`src/rtl/cmds_scan_sched.sv`:
```
// Slot-table scheduler in front of cmds_scan: walks enabled command slots, issues one scan per slot,
// waits for completion under a watchdog, and lets one latched urgent slot jump the round order.
module cmds_scan_sched #(
  parameter int unsigned N_SLOTS     = 16,
  parameter logic [11:0] SLOT_BYTES  = 12'd8,
  parameter logic [11:0] BASE_OFFSET = 12'd0,
  parameter logic [15:0] SCAN_TMO    = 16'd2000
) (
  input  logic                       clk,
  input  logic                       rst,
  input  logic                       i_cycle_start,
  input  logic [N_SLOTS-1:0]         im_slot_en,
  input  logic                       i_urgent_req,
  input  logic [$clog2(N_SLOTS)-1:0] im_urgent_slot,
  output logic                       o_urgent_ack,
  output logic                       o_start_scan,
  output logic [11:0]                om_base_addr,
  input  logic                       i_done_scan,
  output logic                       o_busy,
  output logic                       o_cycle_done,
  output logic [$clog2(N_SLOTS)-1:0] om_cur_slot,
  output logic [N_SLOTS-1:0]         om_slot_done,
  output logic                       o_timeout,
  output logic [7:0]                 om_tmo_cnt
);
  localparam int unsigned SW = $clog2(N_SLOTS);

  typedef enum logic [2:0] {
    S_IDLE  = 3'd0,
    S_PICK  = 3'd1,
    S_ISSUE = 3'd2,
    S_WAIT  = 3'd3,
    S_NEXT  = 3'd4,
    S_DONE  = 3'd5
  } state_t;

  state_t             state_r, state_s;
  logic [N_SLOTS-1:0] pend_r, pend_s, sdone_s;
  logic               cyc_r, cyc_s, urg_r, urg_s;
  logic [SW-1:0]      uslot_r, uslot_s, slot_s, low_idx_s;
  logic               low_vld_s;
  logic [15:0]        timer_r, timer_s;
  logic               start_s, ack_s, cdone_s, tmo_s;
  logic [11:0]        base_s;
  logic [7:0]         tmo_cnt_s;

  function automatic logic [11:0] slot_addr(input logic [SW-1:0] s);
    logic [11:0] idx;
    idx = 12'(s);
    return BASE_OFFSET + idx * SLOT_BYTES;
  endfunction

  // lowest pending slot; the downward scan lets the lowest set bit overwrite higher ones
  always_comb begin
    low_vld_s = 1'b0;
    low_idx_s = '0;
    for (int i = N_SLOTS - 1; i >= 0; i--) begin
      low_idx_s = pend_r[i] ? SW'(i) : low_idx_s;
      low_vld_s = low_vld_s | pend_r[i];
    end
  end

  // next-state and next-output logic; pulse outputs are computed on the transition that causes them
  always_comb begin
    state_s   = state_r;
    pend_s    = pend_r;
    cyc_s     = cyc_r;
    urg_s     = urg_r;
    uslot_s   = uslot_r;
    slot_s    = om_cur_slot;
    timer_s   = timer_r;
    sdone_s   = om_slot_done;
    base_s    = om_base_addr;
    tmo_cnt_s = om_tmo_cnt;
    start_s   = 1'b0;
    ack_s     = 1'b0;
    cdone_s   = 1'b0;
    tmo_s     = 1'b0;
    case (state_r)
      S_IDLE: begin
        if (i_cycle_start) begin
          pend_s  = im_slot_en;
          sdone_s = '0;
          cyc_s   = 1'b1;
          state_s = S_PICK;
        end else if (urg_r) begin
          pend_s  = '0;
          cyc_s   = 1'b0;
          state_s = S_PICK;
        end else begin
          state_s = S_IDLE;
        end
      end
      S_PICK: begin
        if (urg_r) begin
          slot_s  = uslot_r;
          urg_s   = 1'b0;
          ack_s   = 1'b1;
          start_s = 1'b1;
          base_s  = slot_addr(uslot_r);
          state_s = S_ISSUE;
        end else if (low_vld_s) begin
          slot_s  = low_idx_s;
          start_s = 1'b1;
          base_s  = slot_addr(low_idx_s);
          state_s = S_ISSUE;
        end else begin
          state_s = S_DONE;
        end
      end
      S_ISSUE: begin
        timer_s = 16'd0;
        state_s = S_WAIT;
      end
      S_WAIT: begin
        // completion beats a watchdog expiry landing on the same cycle
        if (i_done_scan) begin
          sdone_s[om_cur_slot] = 1'b1;
          pend_s[om_cur_slot]  = 1'b0;
          state_s              = S_NEXT;
        end else if (timer_r == SCAN_TMO - 16'd1) begin
          tmo_s               = 1'b1;
          tmo_cnt_s           = (om_tmo_cnt == 8'hFF) ? 8'hFF : om_tmo_cnt + 8'd1;
          pend_s[om_cur_slot] = 1'b0;
          state_s             = S_NEXT;
        end else begin
          timer_s = timer_r + 16'd1;
        end
      end
      S_NEXT: begin
        state_s = S_PICK;
      end
      S_DONE: begin
        cdone_s = cyc_r;
        state_s = S_IDLE;
      end
      default: begin
        state_s = S_IDLE;
      end
    endcase
    // a new request always lands, even on the cycle the previous one is consumed
    if (i_urgent_req) begin
      urg_s   = 1'b1;
      uslot_s = im_urgent_slot;
    end else begin
      urg_s   = urg_s;
    end
  end

  // state and registered outputs, synchronous active-low reset
  always_ff @(posedge clk) begin
    if (!rst) begin
      state_r      <= S_IDLE;
      pend_r       <= '0;
      cyc_r        <= 1'b0;
      urg_r        <= 1'b0;
      uslot_r      <= '0;
      timer_r      <= 16'd0;
      o_urgent_ack <= 1'b0;
      o_start_scan <= 1'b0;
      om_base_addr <= 12'd0;
      o_busy       <= 1'b0;
      o_cycle_done <= 1'b0;
      om_cur_slot  <= '0;
      om_slot_done <= '0;
      o_timeout    <= 1'b0;
      om_tmo_cnt   <= 8'd0;
    end else begin
      state_r      <= state_s;
      pend_r       <= pend_s;
      cyc_r        <= cyc_s;
      urg_r        <= urg_s;
      uslot_r      <= uslot_s;
      timer_r      <= timer_s;
      o_urgent_ack <= ack_s;
      o_start_scan <= start_s;
      om_base_addr <= base_s;
      o_busy       <= (state_s != S_IDLE);
      o_cycle_done <= cdone_s;
      om_cur_slot  <= slot_s;
      om_slot_done <= sdone_s;
      o_timeout    <= tmo_s;
      om_tmo_cnt   <= tmo_cnt_s;
    end
  end
endmodule
```
`config.mk`:
```
export PLATFORM = sky130hd
export DESIGN_NAME = cmds_scan_sched
export DESIGN_NICKNAME = d
export VERILOG_FILES = /design/src/rtl/cmds_scan_sched.sv
export SDC_FILE = /design/constraint.sdc
export NUM_CORES = 1
export LEC_CHECK = 0
export CORE_MARGIN = 1.5
export CORE_UTILIZATION = 56
export DETAILED_ROUTE_END_ITERATION = 16
export GPL_ROUTABILITY_DRIVEN = 0
export GPL_TIMING_DRIVEN = 1
export PLACE_DENSITY_LB_ADDON = 0.05
export SKIP_LAST_GASP = 1
export SLEW_MARGIN = 20
export SYNTH_ARGS = -nofsm -noshare
export SYNTH_HDL_FRONTEND = slang
export SYNTH_SLANG_ARGS = --single-unit
```
`constraint.sdc`:
```
create_clock -name clk -period 2.9 [get_ports clk]
set_input_delay 0.87 -clock clk [delete_from_list [all_inputs] [get_ports clk]]
set_output_delay 0.87 -clock clk [all_outputs]
set_load 0.01 [all_outputs]
```
# Word-level counts from Yosys, hierarchy flattened
# Cells that the tools add are included.
# W data, S select, Z words.
[word_totals]
out_inout_bits = 45
inputBits = 25
elab_cells = 119
reg_bits = 86
[classes]
bitwise = 21
n_eq_ne = 13
add_sub_neg = 2
mux = 49
reduce_logical = 17
magnitude_cmp = 2
[ops]
columns = ["cell", "count"]
rows = [
  ["$mux W16", 8],
  ["$pmux W16 S2", 3],
  ["$mux W4", 18],
  ["$mux W12", 2],
  ["$add A16 B1 Y16 const B", 1],
  ["$and A16 B16 Y16", 1],
  ["$eq A16 B11 Y1 const B", 1],
  ["$not A16 Y16", 1],
  ["$or A16 B16 Y16", 1],
  ["$or A1 B1 Y1", 15],
  ["$pmux W3 S5", 1],
  ["$mux W3", 4],
  ["$reduce_and A3 Y1", 4],
  ["$mux W1", 11],
  ["$reduce_bool A2 Y1", 5],
  ["$add A8 B1 Y8 const B", 1],
  ["$eq A8 B8 Y1 const B", 1],
  ["$mux W8", 1],
  ["$ne A2 B2 Y1 const B", 4],
  ["$reduce_and A2 Y1", 4],
  ["$eq A3 B2 Y1 const B", 2],
  ["$eq A3 B3 Y1 const B", 2],
  ["$ne A3 B3 Y1 const B", 2],
  ["$lt A4 B5 Y1 const B", 1],
  ["other kinds (8)", 10],
]

# Depth between registers and ports, before layout
[depth]
ltp_word = 19
depth_mapped = 8
depth_no_buf = 6

# Worst setup path after synthesis
# OpenSTA, ideal clock, no wires.
[synth_path]
kind = "input port to flip-flop"
startpoint = "in i_done_scan"
endpoint = "reg timer_r[12]"
required_time_ns = 2.829
slack_ns = 0.896
setup_time_ns = 0.071
path_stages = 4
arrival_time_ns = 1.934
n_path_buf = 0
cell_sequence = "and4bb_2 -> nand4_1 -> or3_1 -> a21oi_1"
[synth_via]
elab_chain_cells = 2
[synth_lines]
columns = ["item", "line", "rtl"]
rows = [
  ["start, declared", "18", "input logic i_done_scan,"],
  ["$ne A2 B2 Y1 (no line)", "--", ""],
  ["$reduce_and A3 Y1 (no line)", "--", ""],
  ["end signal, assigned", "174", "timer_r <= timer_s;"],
  ["end, declared", "42", "logic [15:0] timer_r, timer_s;"],
]
# Every way passes these cells.
# A chain may end at the register's enable or synchronous reset.

# Worst setup path in the final report
[layout_path]
startpoint = "in i_cycle_start"
endpoint = "reg pend_r[6]"
[layout_via]
elab_chain_cells = 2
[layout_lines]
columns = ["item", "line", "rtl"]
rows = [
  ["start, declared", "11", "input logic i_cycle_start,"],
  ["$ne A3 B3 Y1 (no line) or $mux W16 (tied branches)", "--", ""],
  ["$reduce_and A3 Y1 (no line) or $pmux W16 S2 (tied branches)", "--", ""],
  ["end signal, assigned", "170", "pend_r <= pend_s;"],
  ["end, declared", "38", "logic [N_SLOTS-1:0] pend_r, pend_s, sdone_s;"],
]
# Several ways; a longest one is shown, not always the timed one.

==> reports/metrics.cfg <==
[status]
status=completed

[setup_path]
worstSetupStartpointType=primary input
worst-setup-path-type=in -> reg
reg2regPathDepth=5
endpoint_kind=flop
worstPathMaxFanout=15
reg2reg_slack_ns=0.62
critPathArrivalTime_ns=2.89
worstPathRequired_ns=3.18

[synthesis]
synth_ff_type=dfxtp_1
async_reset_ff_share_pct=0
synth_edf_count=0
synth_area_leaders=dfxtp_1 (42%), a21oi_1 (9.5%), nor2_1 (5.4%)
seq_area_frac_synth_pct=41.9
yosys.area.top_type=dfxtp_1
syn_area_um2=3530
synthesis.yosys.warnings=0
ys_ff_latch=74
synth.avg_cell_area_um2=8.36
yosysMostFrequentCell=dfxtp_1
synth_common_cells=dfxtp_1 (74), a21oi_1 (67), nor2_1 (51)
yosys.area.top_type_share_pct=41.9
synthCells=423
ys_types=65

[detailed_routing]
viasPerCell=5.97
route.antenna.remaining_nets=0
dr.pass1.iters=7
drt-total-wl_um=8610
wl_per_cell_um=15.4
drc=0
first_iter_violations=221
vias=3336

[die]
die_x_um=82.4
start_util_pct=59.0
core.rowCount=28
die_h_um=82.4
dieArea_um2=6800
core_area_um2=5990
io_pins=70

[clock_tree]
ctsResizeCount=0
cts_max_level=3
cts_setup_buffers=0
cts_tree=done
cts.path.max_buffers=2
clkSinkCount=74
cts_made_buffers=9
clkTransAtPathRegs_ns=0.08
cts_hold_buffers=0
clk_latency_ns=0.35
cts_root_buffer=clkbuf_8

[power_and_ir_drop]
cellLeakagePower_uw=0.00159
vdd_drop_max_mv=0.489
cellPowerDensity_nw_per_um2=756

[sta]
slew_headroom_pct=29.5
min_period_over_period_pct=90.0
drv_slew=0
grt_setup_unrepaired=false
clock_skew_ns=0.00848
hold_violations=0
min_period_ns=2.61
finalSetupViolCount=0
holdWs_ns=0.456
layout_setup_ws_ns=0.289
worstMarginPinSlew_ns=1.05
max_clock_freq_ghz=0.383

[place]
preCtsSetupSlack_ns=-0.00925
port_buffers=61
hpwl_um=5950

[grt]
grt_pass1_wl_um=14100
grt_usage_pct=27.1
grt_max_degree=22
grt_pass1_vias=3112
antenna_found_initial=0
overflow=0

[layout]
layout-drive-gt1-share_pct=8.47
areaGrowthSynthToFinish_pct=24.5
nNetsFinal=506
n_antenna_cell=0

[worst_hold_path]
whs_path_depth=2
min_path_type=reg -> reg

[job]
cap_violations=0

[worst max-delay path: stages]
cell and delay [ns]:
clkdlybuf4s50_1 0.45, nor2_1 0.18, and2b_1 0.22, nor2_1 0.79, o31ai_1 0.18, a21oi_1 0.19
[registers in the layout, summed over array words and instances (netlist names)]
name / flops
om_slot_done: 16
pend_r: 16
timer_r: 16
om_tmo_cnt: 8
om_base_addr: 4
uslot_r: 4
state_r: 3
cyc_r: 1
o_busy: 1
o_cycle_done: 1
o_start_scan: 1
o_timeout: 1
o_urgent_ack: 1
urg_r: 1
[worst paths after layout]
path / from / to
worst max-delay path: i_cycle_start / pend_r[6]
worst min-delay path: cyc_r / o_cycle_done
worst max register to register: state_r[2] / pend_r[6]
worst min register to register: cyc_r / o_cycle_done
[stage by stage]
step	cell area [um^2]	total power, uW	utilization (%)	std cells	setup TNS, ns
2_1_floorplan	3560	2020	-	430	0
3_3_place_gp	4150	2310	69.3	543	0
3_5_place_dp	4150	2340	69.3	543	-0.00925
4_1_cts	4400	3330	73.5	559	0
5_1_grt	4400	3510	73.5	559	0
6_report	4400	3330	73.5	559	0
[cell usage in the layout (no fill, tap or decap), drive strengths merged, types with 2 or more instances in the layout]
cell type and n:
o21ai 17, a31oi 5, and3 6, nand4 6, nor4 8, nor2b 7, mux2i 5, or4 2
a211oi 3, inv 8, buf 10, ha 2, dfxtp 74, nand3b 2, o31ai 18, o21bai 2
conb 8, xor2 2, clkbuf 10, or3b 2, and4 4, nor3 13, nand3 14, bufinv 3
nand2b 3, xnor2 3, a311oi 2, nor2 53, a21oi 67, clkdlybuf4s50 61, nand2 29, or3 10
clkinvlp 2
[layer usage]
metal	global-route usage, %	up-vias	part of all wire [%]
met1	32.4	1586	44
li1	-	1634	-
met2	46.4	96	49
met3	7.58	20	4.3
met4	9.49	0	2.2
met5	0	-	0
[kinds of logic (layout without fill, tap and decap cells)]
group	after synthesis	count (layout)	share of synthesized area (%)
buffers and inverters	41	95	6.23
flip-flops	74	74	41.9
AND/OR/NAND/NOR	166	166	25.9
AO/OA/AOI/OAI	129	129	22.5
XOR/XNOR	5	5	1.24
other	1	8	0.106
multiplexers	5	5	1.42
adder cells (fa/ha/maj)	2	2	0.708
[cell type report]
cell class	instances	area, um^2
Multi-Input combinational cell	315	1860
Fill cell	470	1590
Sequential cell	74	1480
Timing Repair Buffer	71	686
Clock buffer	10	138
Clock inverter	6	114
Tap cell	75	93.8
Inverter	8	30.0
[power breakdown]
part / switching, uW / total [uW] / internal (uW)
sequential: 156 / 1280 / 1130
combinational: 612 / 1050 / 437
clock: 400 / 996 / 596
total: 1170 / 3330 / 2160
Power figures use the tool's default switching activity.
